===== src/rtl/region_bbox_stat_pkg.sv =====
// Shared constants for region_bbox_stat: box field layout, accumulator init values
// and the class-index width helper.
package region_bbox_pkg;

  // Field slots inside one channel word {x_min, y_min, x_max, y_max}; slot 0 is the LSB field.
  localparam int unsigned Y_MAX_SLOT = 0;
  localparam int unsigned X_MAX_SLOT = 1;
  localparam int unsigned Y_MIN_SLOT = 2;
  localparam int unsigned X_MIN_SLOT = 3;
  localparam int unsigned BOX_FIELDS = 4;

  // Empty accumulator: min fields filled with ones, max fields with zeros.
  localparam logic MIN_INIT_BIT = 1'b1;
  localparam logic MAX_INIT_BIT = 1'b0;

  function automatic int unsigned box_off(input int unsigned slot, input int unsigned coord_w);
    return slot * coord_w;
  endfunction

  function automatic int unsigned cls_width(input int unsigned n);
    return (n > 32'd1) ? 32'($clog2(n)) : 32'd1;
  endfunction

endpackage


===== src/rtl/region_bbox_stat_acc_ch.sv =====
// One channel's bounding-box / pixel-count accumulator.
// load (start a new frame from the current pixel) wins over init, which wins over upd.
module bbox_acc_ch
  import region_bbox_pkg::*;
#(
  parameter int unsigned COORD_W = 12,
  parameter int unsigned CNT_W   = 20
) (
  input  logic               video_clk,
  input  logic               rst,
  input  logic               init,
  input  logic               load,
  input  logic               upd,
  input  logic [COORD_W-1:0] x,
  input  logic [COORD_W-1:0] y,
  output logic [COORD_W-1:0] x_min,
  output logic [COORD_W-1:0] y_min,
  output logic [COORD_W-1:0] x_max,
  output logic [COORD_W-1:0] y_max,
  output logic [CNT_W-1:0]   cnt
);

  always_ff @(posedge video_clk) begin
    if (rst || (init && !load)) begin
      x_min <= {COORD_W{MIN_INIT_BIT}};
      y_min <= {COORD_W{MIN_INIT_BIT}};
      x_max <= {COORD_W{MAX_INIT_BIT}};
      y_max <= {COORD_W{MAX_INIT_BIT}};
      cnt   <= '0;
    end else if (load) begin
      x_min <= x;
      y_min <= y;
      x_max <= x;
      y_max <= y;
      cnt   <= CNT_W'(1);
    end else if (upd) begin
      if (x < x_min) x_min <= x;
      if (y < y_min) y_min <= y;
      if (x > x_max) x_max <= x;
      if (y > y_max) y_max <= y;
      // Saturating pixel count
      if (cnt != {CNT_W{1'b1}}) cnt <= cnt + CNT_W'(1);
    end
  end

endmodule


===== src/rtl/region_bbox_stat.sv =====
// Per-frame bounding box and pixel count for NUM_CH pixel classes, published on the vs edge.
// Optional REGION_BBOX_ROI_CLIP_EN: only pixels inside roi_in (sampled per frame edge) accumulate.
module region_bbox_stat
  import region_bbox_pkg::*;
#(
  parameter int unsigned NUM_CH  = 4,
  parameter int unsigned COORD_W = 12,
  parameter int unsigned CNT_W   = 20,
  parameter int unsigned MIN_PIX = 16,
  parameter bit          VS_POL  = 1'b1
) (
  input  logic                                   video_clk,
  input  logic                                   rst,
  input  logic                                   vs_in,
  input  logic                                   de_in,
  input  logic                                   hit_in,
  input  logic [cls_width(NUM_CH)-1:0]           cls_in,
  input  logic [COORD_W-1:0]                     x_in,
  input  logic [COORD_W-1:0]                     y_in,
  input  logic [BOX_FIELDS*COORD_W-1:0]          roi_in,
  output logic [NUM_CH*BOX_FIELDS*COORD_W-1:0]   loc_out,
  output logic [NUM_CH*CNT_W-1:0]                cnt_out,
  output logic [NUM_CH-1:0]                      box_valid,
  output logic                                   frame_done
);

  localparam int unsigned CLS_W = cls_width(NUM_CH);
  localparam int unsigned BOX_W = BOX_FIELDS * COORD_W;

  logic               vs_r;
  logic               vs_d;
  logic               de_r;
  logic               hit_r;
  logic [CLS_W-1:0]   cls_r;
  logic [COORD_W-1:0] x_r;
  logic [COORD_W-1:0] y_r;

  // Input register stage plus vs delay for edge detection
  always_ff @(posedge video_clk) begin
    if (rst) begin
      vs_r  <= ~VS_POL;
      vs_d  <= ~VS_POL;
      de_r  <= 1'b0;
      hit_r <= 1'b0;
      cls_r <= '0;
      x_r   <= '0;
      y_r   <= '0;
    end else begin
      vs_r  <= vs_in;
      vs_d  <= vs_r;
      de_r  <= de_in;
      hit_r <= hit_in;
      cls_r <= cls_in;
      x_r   <= x_in;
      y_r   <= y_in;
    end
  end

  logic edge_c;
  assign edge_c = (vs_r == VS_POL) && (vs_d != VS_POL);

  logic roi_ok_c;
`ifdef REGION_BBOX_ROI_CLIP_EN
  logic [BOX_W-1:0]   roi_q;
  logic [BOX_W-1:0]   roi_c;
  logic [COORD_W-1:0] rx0_c;
  logic [COORD_W-1:0] ry0_c;
  logic [COORD_W-1:0] rx1_c;
  logic [COORD_W-1:0] ry1_c;

  // Window latched per frame; until the first edge after reset the whole frame is open
  always_ff @(posedge video_clk) begin
    if (rst) begin
      roi_q <= {{COORD_W{1'b0}}, {COORD_W{1'b0}}, {COORD_W{1'b1}}, {COORD_W{1'b1}}};
    end else if (edge_c) begin
      roi_q <= roi_in;
    end
  end

  // A pixel arriving with the edge belongs to the new frame, so it sees the new window
  assign roi_c    = edge_c ? roi_in : roi_q;
  assign rx0_c    = roi_c[box_off(X_MIN_SLOT, COORD_W) +: COORD_W];
  assign ry0_c    = roi_c[box_off(Y_MIN_SLOT, COORD_W) +: COORD_W];
  assign rx1_c    = roi_c[box_off(X_MAX_SLOT, COORD_W) +: COORD_W];
  assign ry1_c    = roi_c[box_off(Y_MAX_SLOT, COORD_W) +: COORD_W];
  assign roi_ok_c = (x_r >= rx0_c) && (x_r <= rx1_c) && (y_r >= ry0_c) && (y_r <= ry1_c);
`else
  logic unused_roi;
  assign unused_roi = ^roi_in;
  assign roi_ok_c   = 1'b1;
`endif

  logic pix_c;
  assign pix_c = de_r && hit_r && (32'(cls_r) < NUM_CH) && roi_ok_c;

  logic [COORD_W-1:0]       x_min_a [NUM_CH];
  logic [COORD_W-1:0]       y_min_a [NUM_CH];
  logic [COORD_W-1:0]       x_max_a [NUM_CH];
  logic [COORD_W-1:0]       y_max_a [NUM_CH];
  logic [CNT_W-1:0]         cnt_a   [NUM_CH];
  logic [NUM_CH*BOX_W-1:0]  loc_nxt_c;
  logic [NUM_CH*CNT_W-1:0]  cnt_nxt_c;
  logic [NUM_CH-1:0]        valid_nxt_c;

  for (genvar c = 0; c < NUM_CH; c++) begin : g_ch
    logic hit_ch_c;
    logic empty_c;

    assign hit_ch_c = pix_c && (cls_r == CLS_W'(c));
    assign empty_c  = (cnt_a[c] == '0);

    bbox_acc_ch #(
      .COORD_W (COORD_W),
      .CNT_W   (CNT_W)
    ) u_acc (
      .video_clk (video_clk),
      .rst       (rst),
      .init      (edge_c),
      .load      (edge_c && hit_ch_c),
      .upd       (hit_ch_c),
      .x         (x_r),
      .y         (y_r),
      .x_min     (x_min_a[c]),
      .y_min     (y_min_a[c]),
      .x_max     (x_max_a[c]),
      .y_max     (y_max_a[c]),
      .cnt       (cnt_a[c])
    );

    // An empty channel reports a zero box rather than the init sentinels
    assign loc_nxt_c[c*BOX_W + box_off(X_MIN_SLOT, COORD_W) +: COORD_W] = empty_c ? '0 : x_min_a[c];
    assign loc_nxt_c[c*BOX_W + box_off(Y_MIN_SLOT, COORD_W) +: COORD_W] = empty_c ? '0 : y_min_a[c];
    assign loc_nxt_c[c*BOX_W + box_off(X_MAX_SLOT, COORD_W) +: COORD_W] = empty_c ? '0 : x_max_a[c];
    assign loc_nxt_c[c*BOX_W + box_off(Y_MAX_SLOT, COORD_W) +: COORD_W] = empty_c ? '0 : y_max_a[c];
    assign cnt_nxt_c[c*CNT_W +: CNT_W] = cnt_a[c];
    assign valid_nxt_c[c]              = (32'(cnt_a[c]) >= MIN_PIX);
  end

  // Publish the finished frame on the edge; results hold for the whole next frame
  always_ff @(posedge video_clk) begin
    if (rst) begin
      loc_out    <= '0;
      cnt_out    <= '0;
      box_valid  <= '0;
      frame_done <= 1'b0;
    end else begin
      frame_done <= edge_c;
      if (edge_c) begin
        loc_out   <= loc_nxt_c;
        cnt_out   <= cnt_nxt_c;
        box_valid <= valid_nxt_c;
      end
    end
  end

endmodule


===== config.mk =====
export PLATFORM = sky130hd
export DESIGN_NAME = region_bbox_stat
export DESIGN_NICKNAME = d
export VERILOG_FILES = /design/src/rtl/region_bbox_stat_pkg.sv /design/src/rtl/region_bbox_stat_acc_ch.sv /design/src/rtl/region_bbox_stat.sv
export SDC_FILE = /design/constraint.sdc
export NUM_CORES = 1
export LEC_CHECK = 0
export BUFFER_PORTS_ARGS = -buffer_cell sky130_fd_sc_hd__buf_2
export CAP_MARGIN = 20
export CORE_UTILIZATION = 50
export CTS_CLUSTER_SIZE = 12
export DETAILED_ROUTE_END_ITERATION = 16
export PLACE_DENSITY = 0.71
export SYNTH_ARGS = -nofsm -noshare
export SYNTH_HDL_FRONTEND = slang
export SYNTH_SLANG_ARGS = --single-unit
export TNS_END_PERCENT = 10

===== constraint.sdc =====
create_clock -name video_clk -period 2.7 [get_ports video_clk]
set_input_delay 0.54 -clock video_clk [delete_from_list [all_inputs] [get_ports video_clk]]
set_output_delay 0.54 -clock video_clk [all_outputs]
set_load 0.05 [all_outputs]

==> results of run 1 <==
-- final cells by class --
type	instances	area, um2
fillers	4369	20200
flip-flops and latches	579	11600
repair buffers	410	2440
well taps	672	841
inverters	191	717
clock buffers	83	1680
clock inverters	12	179
multi-input cells	1849	12400
-- Yosys cell counts, types with 3 or more instances --
library cell | count | share of area, %
and4b_1 | 3 | 0.12
or2_2 | 3 | 0.074
a22o_1 | 192 | 6.6
dfxtp_1 | 579 | 46
and3_1 | 13 | 0.32
xnor2_1 | 24 | 0.83
buf_4 | 4 | 0.12
or3_1 | 13 | 0.32
nor4_1 | 33 | 0.82
nor2b_1 | 39 | 0.96
nand4_1 | 45 | 1.1
and2_1 | 6 | 0.15
buf_2 | 29 | 0.57
ha_1 | 192 | 9.5
nor2_1 | 123 | 1.8
a211oi_1 | 19 | 0.56
nand2b_1 | 5 | 0.12
a41oi_1 | 13 | 0.45
a31oi_1 | 63 | 1.6
mux2i_1 | 109 | 4.3
o41ai_2 | 5 | 0.32
buf_1 | 17 | 0.25
a211o_1 | 3 | 0.10
nand2_1 | 437 | 6.5
a21oi_1 | 166 | 3.3
nor3b_1 | 8 | 0.24
nor3_1 | 82 | 1.6
o31ai_1 | 5 | 0.15
clkbuf_1 | 128 | 1.9
and4_1 | 12 | 0.42
xor2_1 | 37 | 1.3
a21o_1 | 4 | 0.12
inv_1 | 191 | 2.8
o211ai_1 | 9 | 0.27
nand3_1 | 80 | 1.6
o21a_1 | 4 | 0.12
o21ai_0 | 78 | 1.5
o31ai_2 | 3 | 0.15
nor4b_1 | 3 | 0.10
-- critical path: cells and delay by family (launching register included) --
| kind | cells | cell delay (ns) |
|---|---|---|
| flip-flops | 1 | 0.48 |
| AO/OA/AOI/OAI | 2 | 0.41 |
| multiplexers | 1 | 0.14 |
| buffers and inverters | 2 | 0.46 |
| AND/OR/NAND/NOR | 2 | 0.70 |
| adder cells (fa/ha/maj) | 1 | 0.25 |
-- power by group through the flow --
stage	Combinational (mW)	Sequential, mW	Clock (mW)
after detailed placement	1.07	8.85	0
final	1.08	8.67	7.98
after CTS	1.08	8.67	8.12
after global placement	1.03	8.85	0
after global routing	1.18	8.67	8.46
after floorplan	0.627	8.91	0
-- worst paths after layout --
kind,endpoint,cells after the start,startpoint,slack (ns)
max,g_ch[2].u_acc.y_max[5],8,y_r[5],0.13
min,x_r[7],2,rst,0.14
max reg2reg,g_ch[2].u_acc.y_max[5],8,y_r[5],0.13
min reg2reg,cnt_out[32],2,cnt_out[32],0.45
-- flip-flops by register name (all words and copies together) (netlist names), 48 cells and up --
| name | flops |
|---|---|
| g_ch.u_acc.x_min | 48 |
| g_ch.u_acc.cnt | 80 |
| cnt_out | 80 |
| loc_out | 192 |
| g_ch.u_acc.x_max | 48 |
| g_ch.u_acc.y_max | 48 |
| g_ch.u_acc.y_min | 48 |
-- metal layers --
layer / GRT usage, % / vias to the layer above / share of wire, %
li1: - / 10400 / -
met1: 34.3 / 10200 / 43
met2: 43.2 / 672 / 46
met3: 4.66 / 181 / 6.1
met4: 12.4 / 0 / 4.6
met5: 0 / - / 0
-- stage by stage --
step	setup slack, ns	utilization, %	cells	total power [mW]
after CTS	0.0908	59.5	3795	17.9
after global placement	0.147	55.8	3698	9.88
after floorplan	0.508	-	2800	9.53
after detailed placement	0.131	55.8	3700	9.92
after global routing	0.00234	59.6	3796	18.3
final	0.129	59.6	3796	17.7
-- kinds of logic (layout without fill, tap and decap cells) --
family	count (synthesis)	count (layout)	share of synthesized area, %
multiplexers	109	109	4.31
adder cells (fa/ha/maj)	192	192	9.49
flip-flops	579	579	45.8
AO/OA/AOI/OAI	572	572	15.8
buffers and inverters	372	696	5.78
AND/OR/NAND/NOR	915	915	16.7
XOR/XNOR	61	61	2.11
-- cell usage in the layout (no fill, tap or decap), types with 7 or more instances in the layout --
cell type,netlist,layout
and4_1,12,12
dfxtp_1,579,579
buf_12,0,10
nor4_1,33,33
o21ai_0,78,78
nor2_1,123,116
o211ai_1,9,9
or3_1,13,13
buf_2,29,308
a41oi_1,13,13
inv_1,191,191
a22o_1,192,192
nor2b_1,39,39
nand3_1,80,80
and3_1,13,13
mux2i_1,109,109
ha_1,192,192
nor2_4,0,7
nand2_1,437,437
a21oi_1,166,166
a211oi_1,19,19
nor3_1,82,82
nand4_1,45,45
clkbuf_8,0,11
a31oi_1,63,62
nor3b_1,8,8
clkbuf_1,128,13
buf_4,4,91
xnor2_1,24,24
xor2_1,37,37
clkbuf_16,0,59
-- what timing repair did --
item	in CTS	in global routing
buffers inserted	0	0
setup endpoints to repair	0	8
gates resized for setup	0	2
==> flow_metrics.tcl, run 1 <==
set metrics [dict create \
    outcome "finished clean" \
    clock_skew_ns 0.0217 \
    worst_slew_pin_slew_ns 1.03 \
    gp_congestion 0.912 \
    final_cell_area_mm2 0.0298 \
    cp_slowest_stage_delay_ns 0.62 \
    layout_min_cycle_time_ns 2.57 \
    clk_pin_slew_ns 0.06 \
    synth-main-ff-cell "dfxtp_1" \
    drt_iter0_drc 1342 \
    p_int_mw 13.6 \
    die_w_um 227 \
    ys_ff_latch 579 \
    htree_levels 2 \
    p_switching_mw 4.13 \
    startpoint_type "flip-flop" \
    cap_violations 0 \
    fmaxAchievable_mhz 389 \
    worstPathCellList "buf_4 -> ha_1 -> a211oi_1 -> nor2_1 -> nor4_1 -> o41ai_4 -> buf_4 -> mux2i_1" \
    cts_buffers 59 \
    dpl_cell_area_mm2 0.0279 \
    p_seq_share_pct 48.9 \
    slew_headroom_pct 31.2 \
    hold_viol_final 0 \
    drive_gt1_share_pct 17.0 \
    initial_core_util_pct 50.5 \
    ys_seq_area_share_pct 45.8 \
    clock-root-buffer "clkbuf_16" \
    drtAntennaViolNets 0 \
    rows 82 \
    whs_ns 0.136 \
    endpoint_kind "flip-flop" \
    die_h_um 227 \
    combPwrFrac_pct 6.1 \
    p_sw_share_pct 23.3 \
    antenna_found_initial 0 \
    synthArstFlopShare_pct 0 \
    area_growth_pct 17.9 \
    wirelength_um 70200 \
    synth_edf_count 0 \
    hpwl_um 49900 \
    post-route-period-util_pct 95.2 \
    hold_buffers 0 \
    rsz0062_at_grt "no" \
    avgSynthCellArea_um2 9.04 \
    cts_tree "yes" \
    route.detailed.drc 0 \
    io_buffers 307 \
    dr_total_vias 21400 \
    netlist_area_mm2 0.0253 \
    grt_max_degree 71 \
    coreArea_mm2 0.0501 \
    finalMaxSlewViolations 0 \
    worstHoldPathType "in -> reg" \
    arrival_ns 3.07 \
    grt_pass1_vias 20300 \
    worst_skew_pair.late_latency_ns 0.62 \
    antenna_cells 0 \
    worstSetupPathType "reg -> reg" \
    setup-tns-final_ns 0 \
    required_ns 3.20 \
    die_area_mm2 0.0515 \
    num_io_pins 356 \
    p_per_area_mw_per_mm2 594 \
    cp_common_cell "buf_4" \
    slowest_stage "nor4_1" \
    clkSinkCount 579 \
    synth_cells 2800 \
    wl_per_cell_um 18.5 \
    layout.nets 3361 \
    pwr-share-clk_pct 45.0 \
    gr-total-overflow 0 \
    cts_buffer_depth 3 \
    synth_nets 3071 \
    dr.pass1.iters 6 \
    grt_pass1_wl_um 108000 \
    vias_per_cell 5.63 \
    p_leak_nw 13.2 \
    finalSetupViolCount 0 \
    grt_use_total_pct 26.6 \
    worstPathMaxFanout 12 \
    synth_cell_types 55 \
    ir_worst_vdd_mv 0.430 \
    yosys_warnings 0 \
]
Note: power is estimated with default switching activity, not from simulation.
==> run 2, diff against run 1 <==
- clock period: 2.7 -> 2.55 ns (I/O delays scaled with it)
==> flow_metrics.tcl, run 2 (synthesis gave the netlist of run 1 again) <==
set metrics [dict create \
    outcome "finished clean" \
    area_growth_pct 18.6 \
    cts_buffer_depth 3 \
    rsz0062_at_grt "no" \
    r2r_cells 7 \
    rows 82 \
    startpoint "g_ch[0].u_acc.cnt[6]" \
    wl_per_cell_um 18.6 \
    critPathBufInv 2 \
    pre_cts_slack_ns -0.00955 \
    antenna_found_initial 0 \
    hold_viol_final 0 \
    worstHoldPathType "in -> reg" \
    htree_levels 2 \
    die_area_mm2 0.0515 \
    fin_ws_ns 0.144 \
    route.detailed.drc 0 \
    required_ns 3.05 \
    p_leak_nw 13.2 \
    top_register "loc_out" \
    r2r_slack_ns 0.14 \
    grt_pass1_wl_um 109000 \
    fmaxAchievable_mhz 416 \
    clk_pin_slew_ns 0.06 \
    clock-root-buffer "clkbuf_16" \
    reg2reg_to "loc_out[25]" \
    p_per_area_mw_per_mm2 623 \
    cp_slowest_stage_delay_ns 0.63 \
    finalSetupViolCount 0 \
    endpoint_kind "flip-flop" \
    drt_iter0_drc 1482 \
    ir_worst_vdd_mv 0.628 \
    dr_total_vias 21400 \
    wirelength_um 70800 \
    clock_skew_ns 0.0247 \
    cts_tree "yes" \
    die_h_um 227 \
    post-route-period-util_pct 94.4 \
    grt_use_total_pct 26.8 \
    hold_start "y_in[7]" \
    worst_slew_pin_slew_ns 0.806 \
    drive_gt1_share_pct 17.5 \
    rr_startpoint "g_ch[0].u_acc.cnt[6]" \
    finalMaxSlewViolations 0 \
    worstPathMaxFanout 36 \
    grt_pass1_vias 20300 \
    coreArea_mm2 0.0501 \
    hpwl_um 49900 \
    antenna_cells 0 \
    drtAntennaViolNets 0 \
    worst_skew_pair.late_latency_ns 0.63 \
    gr-total-overflow 0 \
    dpl.cell_count 3701 \
    slowest_stage "nor4b_1" \
    dr.pass1.iters 7 \
    worstSetupPathType "reg -> reg" \
    layout_min_cycle_time_ns 2.41 \
    cap_violations 0 \
    final_common_cell "dfxtp_1" \
    reg_top3 "loc_out (192), cnt_out (80), g_ch.u_acc.cnt (80)" \
    worstPathCellList "nor4_1 -> nand4_1 -> nor4b_1 -> buf_4 -> nor2_4 -> buf_12 -> a22o_1" \
    cts_buffers 59 \
    final_cell_area_mm2 0.0300 \
    largest_reg_flops 192 \
    clkSinkCount 579 \
    crit_end "loc_out[25]" \
    dpl_cell_area_mm2 0.0281 \
    final_cell_mix "576 x dfxtp_1, 437 x nand2_1, 306 x buf_2, 192 x a22o_1, 192 x ha_1" \
    startpoint_type "flip-flop" \
    cp.depth 7 \
    gp_congestion 0.913 \
    initial_core_util_pct 50.5 \
    slew_headroom_pct 46.3 \
    io_buffers 307 \
    die_w_um 227 \
    total_power_mw 18.7 \
    grt_max_degree 150 \
    layout.nets 3364 \
    final_cell_count_no_fill 3795 \
    critical-path-top-delay-family "simple AND/OR/NAND/NOR gates" \
    vias_per_cell 5.64 \
    num_io_pins 356 \
    arrival_ns 2.91 \
]
[run 2: metal layers]
| layer | GRT usage, % | part of all wire (%) | up-vias | routed length [um] |
|---|---|---|---|---|
| met4 | 11.7 | 3.9 | 0 | 2800 |
| met3 | 4.39 | 6.1 | 167 | 4310 |
| met2 | 44.5 | 47 | 641 | 33100 |
| li1 | - | - | 10400 | - |
| met1 | 34.4 | 43 | 10200 | 30600 |
| met5 | 0 | 0 | - | 0 |
[run 2: how the worst min path moves through the flow]
stage | endpoint | slack [ns] | cells after the start
after detailed placement | cnt_out[32] | 0.44 | 2
final | y_r[7] | 0.09 | 2
after floorplan | loc_out[121] | 0.44 | 1
after CTS | y_r[7] | 0.06 | 2
after global routing | y_r[3] | 0.08 | 2
after global placement | cnt_out[54] | 0.44 | 2
[run 2: repair_timing]
item / in CTS / in global routing
endpoints found under the setup margin: 3 / 98
gates resized for setup: 2 / 15
pin swaps: 0 / 2
hold buffers: 0 / 0
setup buffers: 0 / 2
[run 2: cell type report]
| class | count | area, um2 |
|---|---|---|
| Sequential cell | 579 | 11600 |
| Clock inverter | 11 | 131 |
| Multi-Input combinational cell | 1849 | 12400 |
| Inverter | 191 | 717 |
| Tap cell | 672 | 841 |
| Timing Repair Buffer | 413 | 2580 |
| Clock buffer | 80 | 1720 |
| Fill cell | 4318 | 20100 |
[run 2: metrics by stage]
stage	TNS [ns]	hold slack, ns	utilization [%]
3_5_place_dp	-0.00955	0.444	56.1
2_1_floorplan	0	0.442	-
6_report	0	0.0862	60.0
5_1_grt	0	0.0796	60.0
4_1_cts	0	0.0556	59.8
3_3_place_gp	0	0.439	56.0
[run 2: report_power, final]
part / switching (mW) / internal (mW) / total [mW]
Clock: 3.52 / 4.83 / 8.35
Combinational: 0.800 / 0.382 / 1.18
Sequential: 0.0651 / 9.11 / 9.17
Total: 4.38 / 14.3 / 18.7
